[src/rtl/oam_dma_ctrl.sv]
// Sprite DMA controller: a CPU write to DMA_REG_ADDR copies one 256-byte page
// into the sprite-RAM data register, stalling the CPU for the whole transfer.
module oam_dma_ctrl #(
  parameter logic [15:0] DMA_REG_ADDR  = 16'h4014,
  parameter logic [15:0] OAM_DATA_ADDR = 16'h2004
) (
  input  logic        clk,
  input  logic        rst,
  input  logic [15:0] cpu_addr,
  input  logic [7:0]  cpu_data_in,
  input  logic        cpu_write_en,
  input  logic        cpu_read_en,
  output logic [15:0] bus_addr,
  output logic [7:0]  bus_data_out,
  output logic        bus_write_en,
  output logic        bus_read_en,
  input  logic [7:0]  bus_data_in,
  output logic        cpu_stall,
  output logic        dma_busy,
  output logic        dma_done,
  output logic [7:0]  dma_index
);

  typedef enum logic [2:0] {IDLE, DUMMY, ALIGN, READ, LATCH, WRITE} state_t;

  state_t     state;
  state_t     state_next;
  logic       parity;
  logic [7:0] page;
  logic [7:0] byte_reg;
  logic       trigger;

  assign trigger = cpu_write_en && (cpu_addr == DMA_REG_ADDR);

  always_ff @(posedge clk or posedge rst) begin
    if (rst) begin
      state     <= IDLE;
      parity    <= 1'b0;
      page      <= 8'h00;
      byte_reg  <= 8'h00;
      dma_index <= 8'h00;
      dma_done  <= 1'b0;
    end else begin
      state    <= state_next;
      parity   <= ~parity;
      dma_done <= (state == WRITE) && (dma_index == 8'hFF);
      case (state)
        IDLE: begin
          if (trigger) begin
            page      <= cpu_data_in;
            dma_index <= 8'h00;
          end
        end
        LATCH:   byte_reg  <= bus_data_in;
        WRITE:   dma_index <= dma_index + 8'd1;
        default: ;
      endcase
    end
  end

  // Outside IDLE the CPU side is fully disconnected; only the DMA drives the bus.
  always_comb begin
    state_next   = state;
    bus_addr     = 16'h0000;
    bus_data_out = 8'h00;
    bus_write_en = 1'b0;
    bus_read_en  = 1'b0;
    cpu_stall    = 1'b1;
    dma_busy     = 1'b1;
    case (state)
      IDLE: begin
        bus_addr     = cpu_addr;
        bus_data_out = cpu_data_in;
        bus_write_en = cpu_write_en;
        bus_read_en  = cpu_read_en;
        cpu_stall    = 1'b0;
        dma_busy     = 1'b0;
        if (trigger) state_next = DUMMY;
      end
      DUMMY: state_next = parity ? ALIGN : READ;
      ALIGN: state_next = READ;
      READ: begin
        bus_addr    = {page, dma_index};
        bus_read_en = 1'b1;
        state_next  = LATCH;
      end
      LATCH: begin
        bus_addr   = {page, dma_index};
        state_next = WRITE;
      end
      WRITE: begin
        bus_addr     = OAM_DATA_ADDR;
        bus_data_out = byte_reg;
        bus_write_en = 1'b1;
        state_next   = (dma_index == 8'hFF) ? IDLE : READ;
      end
      default: state_next = IDLE;
    endcase
  end

endmodule

[config.mk]
export PLATFORM = sky130hd
export DESIGN_NAME = oam_dma_ctrl
export DESIGN_NICKNAME = d
export VERILOG_FILES = /design/src/rtl/oam_dma_ctrl.sv
export SDC_FILE = /design/constraint.sdc
export NUM_CORES = 1
export LEC_CHECK = 0
export ABC_AREA = 1
export CAP_MARGIN = 20
export CORE_MARGIN = 2
export CORE_UTILIZATION = 35
export CTS_CLUSTER_SIZE = 12
export DETAILED_ROUTE_END_ITERATION = 16
export PLACE_DENSITY_LB_ADDON = 0.08
export SLEW_MARGIN = 10
export SYNTH_ARGS = -nofsm -noshare
export SYNTH_HDL_FRONTEND = slang
export SYNTH_SLANG_ARGS = --single-unit
export TNS_END_PERCENT = 20
[constraint.sdc]
create_clock -name clk -period 1.7 [get_ports clk]
set_input_delay 0.255 -clock clk [delete_from_list [all_inputs] [get_ports clk]]
set_output_delay 0.255 -clock clk [all_outputs]
set_load 0.01 [all_outputs]
==> results by group, run 1 <==
Placed design
  • Port Buffer Count: 72
  • Detailed Place HPWL: 4010 um
  • Routability-driven placement congestion ratio: 0.866
  • Placed Cells: 394
  • Place WS: -0.259 ns

Power
  • Switching share of total power: 42.4%
  • Power density over cell area: 1550 mW/mm^2
  • Flop pwr share: 25.0%
  • Worst VDD drop: 0.821 mV
  • Lkg Pwr: 0.00142 uW
  • Switch Pwr: 1890 uW
  • Clock power frac: 12.9%
  • Comb power frac: 62.2%
  • Power Internal: 2560 uW
  • Pwr Total: 4450 uW

Setup path
  • Worst r2r src: state[1]$_DFFE_PP0P_
  • CP max FO: 4
  • R2r setup slk: 0.12 ns
  • Critical Path End Type: output pin
  • Critical-path top delay cell: dfrtp_2
  • R2R depth: 10
  • Crit-path cells: buf_6 > nor3_4 > buf_6 > buf_6 > nand2_1 > o21ai_1 > buf_2
  • Most used cell, CP: buf_6
  • Slowest stage delay, CP: 0.45 ns
  • Type of the worst setup path: flop to output pin
  • WP data required: 1.44 ns
  • Worst EP arrival: 1.56 ns
  • Critical Path Start Type: flop
  • Worst R2R End: state[0]$_DFFE_PP0P_

Timing
  • Slew @ Worst Pin: 0.397 ns
  • Fin crit share: 107%
  • Final setup violation count: 23
  • Max_slew headroom: 73.5%
  • Final Critical Period: 1.82 ns
  • Highest clock rate: 550 MHz
  • RSZ-0062 raised after global routing: yes
  • Hold Vio Cnt, Final: 0
  • Min Hold Slack: 0.353 ns
  • Fin. max-slew vios: 0
  • Layout Skew: 0.00285 ns
  • Final WS setup: -0.120 ns

Status
  • Failing checks: negative setup slack
  • Status: complete, but fails checks

Logic synthesis
  • Netlist Area Pre-Place: 0.00179 mm^2
  • Top-area cell type share of the netlist area: 40.4%
  • Main flop type after synthesis: dfrtp_1
  • Post-synth top cells: nand2_1 (55), dfrtp_1 (29), inv_1 (29)
  • Most frequent cell after synthesis: nand2_1
  • Flops & latches, synth: 29
  • Ys Warns: 0
  • Post-Syn Instances: 227
  • Asr flop ratio synth: 100%
  • Dominant cell type by area after synthesis: dfrtp_1
  • Largest cells by area after synthesis: dfrtp_1 (40%), nand2_1 (12%), nand3_1 (6.7%), inv_1 (6.1%), o21ai_2 (4.4%)
  • Post-synthesis net count: 264
  • Sequential-to-total area share from yosys stat: 40.4%
  • Count of different cell masters after synthesis: 29
  • Avg Synthesized Cell Area: 7.90 um^2
  • Post-synth EDFFs: 0

GRT
  • Largest net degree at the start of global routing: 30
  • GR Util All Layers: 20.3%
  • Grt total ovfl: 0
  • First-pass GRT wire length: 8510 um
  • Vias in the first global route: 1784
  • Initial antenna violation count: 0

Floorplanning
  • Row Count: 26
  • DIE HEIGHT: 75.6 um
  • Die area: 0.00572 mm^2
  • Initial Util: 35.6%
  • Chip width: 75.6 um
  • Core area: 0.00504 mm^2
  • IO Pins: 73

Hold path
  • HP Class: primary input to asynchronous set/reset pin

Cells and area
  • Final antenna diode count: 0
  • Fillers: 526
  • Non-Filler Instances: 406
  • Share of cells above drive strength 1: 33.0%
  • # nets final: 373
  • Area grow syn2layout: 59.6%

Detailed routing
  • Antenna violation net count after detailed routing: 0
  • DR WL/cell: 13.1 um
  • Final wirelength: 5320 um
  • Via/cell ratio: 4.64
  • Post-route DRC: 0
  • DRT Pass-1 Iters: 4
  • Iter 0 DRT Violations: 97
  • Via count: 1885

CTS
  • CTS H-tree lvls: 2
  • CTS Sinks: 29
  • Total CTS buffers: 5
  • CTS clk-pin slew, worst paths: 0.06 ns
  • CTS Buffer Depth: 2
  • Clk root buf: clkbuf_8
  • Clk_lat worst skew: 0.28 ns
  • CTS tree: yes

Run
  • Max-cap violation count: 0
==> area by class of cell <==
cell class | instances | area (um^2) | share of cell area [%]
Timing Repair Buffer | 111 | 930 | 32.5
Sequential cell | 29 | 727 | 25.4
Clock buffer | 7 | 86.3 | 3.01
Multi-Input combinational cell | 153 | 881 | 30.8
Inverter | 36 | 153 | 5.33
Tap cell | 70 | 87.6 | 3.06
==> stage by stage <==
step	instance area, um^2	setup TNS [ns]	util [%]
floorplan	1790	0	-
global placement	2770	-5.78	55.0
detailed placement	2770	-6.21	55.0
CTS	2840	-2.20	56.4
global route	2860	-3.83	56.8
finish	2860	-1.37	56.8
==> routing by layer <==
layer	wire length [um]	GRT usage (%)	share of wire [%]	up-vias
li1	-	-	-	952
met1	2440	27.9	46	875
met2	2440	31.7	46	51
met3	345	4.37	6.5	7
met4	85	7.60	1.6	0
met5	0	0	0	-
==> power by group through the flow <==
stage               Combinational (uW)  Sequential [uW]  Clock, uW
floorplan                         1390             1120          0
global placement                  2780             1110          0
detailed placement                2790             1110          0
CTS                               2760             1100        594
global route                      3030             1150        624
finish                            2760             1110        572
==> how the worst max path moves through the flow <==
stage	startpoint	to	cells past startpoint
2_1_floorplan	state[1]$_DFFE_PP0P_	bus_addr[5]	6
3_3_place_gp	state[1]$_DFFE_PP0P_	bus_data_out[3]	6
3_5_place_dp	state[1]$_DFFE_PP0P_	bus_data_out[2]	6
4_1_cts	state[0]$_DFFE_PP0P_	bus_data_out[1]	8
5_1_grt	state[0]$_DFFE_PP0P_	bus_data_out[3]	8
6_report	state[1]$_DFFE_PP0P_	bus_data_out[0]	7
==> what timing repair did <==
item	CTS	global route
resized for setup	129	6
setup buffers	5	1
setup endpoints to repair	28	29
endpoints found under the hold margin	0	0
hold buffers	0	0
pin swaps	4	2
==> logic make-up after synthesis <==
family	synth area share [%]
AOI/OAI and AO/OA	14.2
adders and majority gates	0.697
DFF	40.4
muxes	3.77
and+or+nand+nor	28.6
buffers and inverters	12.3
==> critical path: cells and delay by family (launching register included) <==
kind                   cells  cell delay (ns)
AO/OA/AOI/OAI              1             0.06
buffers and inverters      4             0.52
flip-flops                 1             0.45
AND/OR/NAND/NOR            2             0.25
==> layout by cell type (no fill, tap or decap), drive strengths merged <==
master,n
buf,63
nand2,58
clkdlybuf4s50,44
inv,36
dfrtp,29
o21ai,28
nand3,25
nor2,19
clkbuf,7
mux2,6
a21oi,3
nand4,3
a22o,3
o22ai,3
nor3,3
clkdlybuf4s15,2
dlygate4sd2,2
o31ai,1
ha,1
Power figures use the tool's default switching activity.
==> run 2: changes to the inputs <==
Settings changed: CORE_UTILIZATION 35 to 43.
Clock period 1.7 ns to 2 ns, I/O delays scaled along.
==> run 2 against run 1 <==
Compared with the run above: the flow still finishes with violations (negative setup slack); hold slack improved by 0.043 ns; first-iteration DRC count fell by 10%; final area is 6.8% lower; flip-flop and latch count unchanged; critical path type unchanged; critical endpoint is now bus_data_out[4].
==> results by group, run 2 (synthesis results as in run 1) <==
CTS
  • Clk root buf: clkbuf_8
  • CTS Sinks: 29
  • CTS clk-pin slew, worst paths: 0.06 ns
  • CTS H-tree lvls: 2
  • CTS Buffer Depth: 2
  • Clk_lat worst skew: 0.28 ns
  • Total CTS buffers: 5
  • CTS tree: yes

Floorplanning
  • Row Count: 23
  • DIE HEIGHT: 68.6 um
  • IO Pins: 73
  • Core area: 0.00400 mm^2
  • Initial Util: 44.9%
  • Chip width: 68.6 um
  • Die area: 0.00471 mm^2

Timing
  • Final setup violation count: 1
  • Min Hold Slack: 0.396 ns
  • Final Critical Period: 2.15 ns
  • Layout Skew: 0.00319 ns
  • Final WS setup: -0.155 ns
  • Hold Vio Cnt, Final: 0
  • Fin. max-slew vios: 0
  • Slew @ Worst Pin: 0.369 ns
  • RSZ-0062 raised after global routing: yes
  • Max_slew headroom: 75.4%
  • Highest clock rate: 464 MHz
  • Setup TNS: -0.155 ns
  • Fin crit share: 108%

Detailed routing
  • DRT Pass-1 Iters: 4
  • Via/cell ratio: 5.07
  • Via count: 1834
  • Final wirelength: 5030 um
  • DR WL/cell: 13.9 um
  • Post-route DRC: 0
  • Iter 0 DRT Violations: 87
  • Antenna violation net count after detailed routing: 0

GRT
  • GR Util All Layers: 23.8%
  • Largest net degree at the start of global routing: 30
  • Initial antenna violation count: 0
  • First-pass GRT wire length: 8150 um
  • Vias in the first global route: 1719
  • Grt total ovfl: 0

Setup path
  • Worst EP arrival: 1.85 ns
  • Worst R2R End: page[6]$_DFFE_PP0P_
  • Worst r2r src: state[0]$_DFFE_PP0P_
  • R2R depth: 8
  • Critical Path End Type: output pin
  • Critical Path Start Type: flop
  • R2r setup slk: 0.55 ns
  • WP data required: 1.70 ns
  • CP max FO: 13
  • Type of the worst setup path: flop to output pin

Power
  • Power density over cell area: 1330 mW/mm^2
  • Worst VDD drop: 0.680 mV
  • Lkg Pwr: 0.00132 uW

Placed design
  • Port Buffer Count: 72
  • Placed Cells: 352
  • Routability-driven placement congestion ratio: 0.913
  • Detailed Place HPWL: 3830 um
  • Place WS: -0.0573 ns

Cells and area
  • Commonest non-fill, non-tap cell in the layout: nand2_1
  • Area grow syn2layout: 48.8%
  • Most frequent cells in the layout: nand2_1 (55), clkdlybuf4s50_1 (47), inv_1 (29)
  • Share of cells above drive strength 1: 17.6%
  • Non-Filler Instances: 362
  • Final antenna diode count: 0
  • Fillers: 339
  • # nets final: 348
  • Final Core Density: 66.8%
  • Footprint of the multi-input gates: 847 um^2
  • Register Area: 727 um^2

Run
  • Max-cap violation count: 0

Hold path
  • HP Class: primary input to asynchronous set/reset pin

Status
  • Failing checks: negative setup slack
  • Status: complete, but fails checks
run 2: cell type report:
class	instances	share of cell area, %
Tap cell	50	2.34
Multi-Input combinational cell	153	31.7
Timing Repair Buffer	86	30.2
Sequential cell	29	27.2
Clock buffer	8	3.00
Inverter	36	5.53
run 2: how the worst max path moves through the flow:
stage	to	startpoint	depth (start not counted)
detailed placement	bus_addr[9]	state[1]$_DFFE_PP0P_	8
floorplan	bus_addr[5]	state[1]$_DFFE_PP0P_	6
finish	bus_data_out[4]	state[2]$_DFFE_PP0P_	6
CTS	bus_data_out[4]	state[2]$_DFFE_PP0P_	6
global route	bus_data_out[4]	state[2]$_DFFE_PP0P_	6
global placement	bus_addr[2]	state[1]$_DFFE_PP0P_	8
run 2: metal layers:
| layer | up-vias | global-route usage [%] | wire length (um) |
|---|---|---|---|
| li1 | 901 | - | - |
| met5 | - | 0 | 0 |
| met4 | 0 | 9.50 | 85 |
| met2 | 69 | 37.6 | 2300 |
| met1 | 856 | 31.6 | 2250 |
| met3 | 8 | 5.19 | 385 |
run 2: stage by stage:
step	power [uW]	cell area (um^2)
6_report	3540	2670
3_3_place_gp	3170	2600
3_5_place_dp	3200	2600
4_1_cts	3540	2670
5_1_grt	3790	2670
2_1_floorplan	2140	1790
run 2: timing repair:
action | CTS | global route
setup buffers | 1 | 1
pin swaps | 0 | 0
hold buffers | 0 | 0
endpoints found under the setup margin | 28 | 15
resized for setup | 29 | 13
run 2: power breakdown:
group	switching [uW]	total [uW]	internal [uW]
registers	166	944	778
logic	1140	2140	999
clock network	210	457	247
total	1520	3540	2020
run 2: critical path, stage by stage (launching register included):
cell,delay (ns)
dfrtp_1,0.41
inv_2,0.09
nor3_4,0.23
buf_12,0.17
nand2_1,0.05
o21ai_1,0.07
clkdlybuf4s50_1,0.55
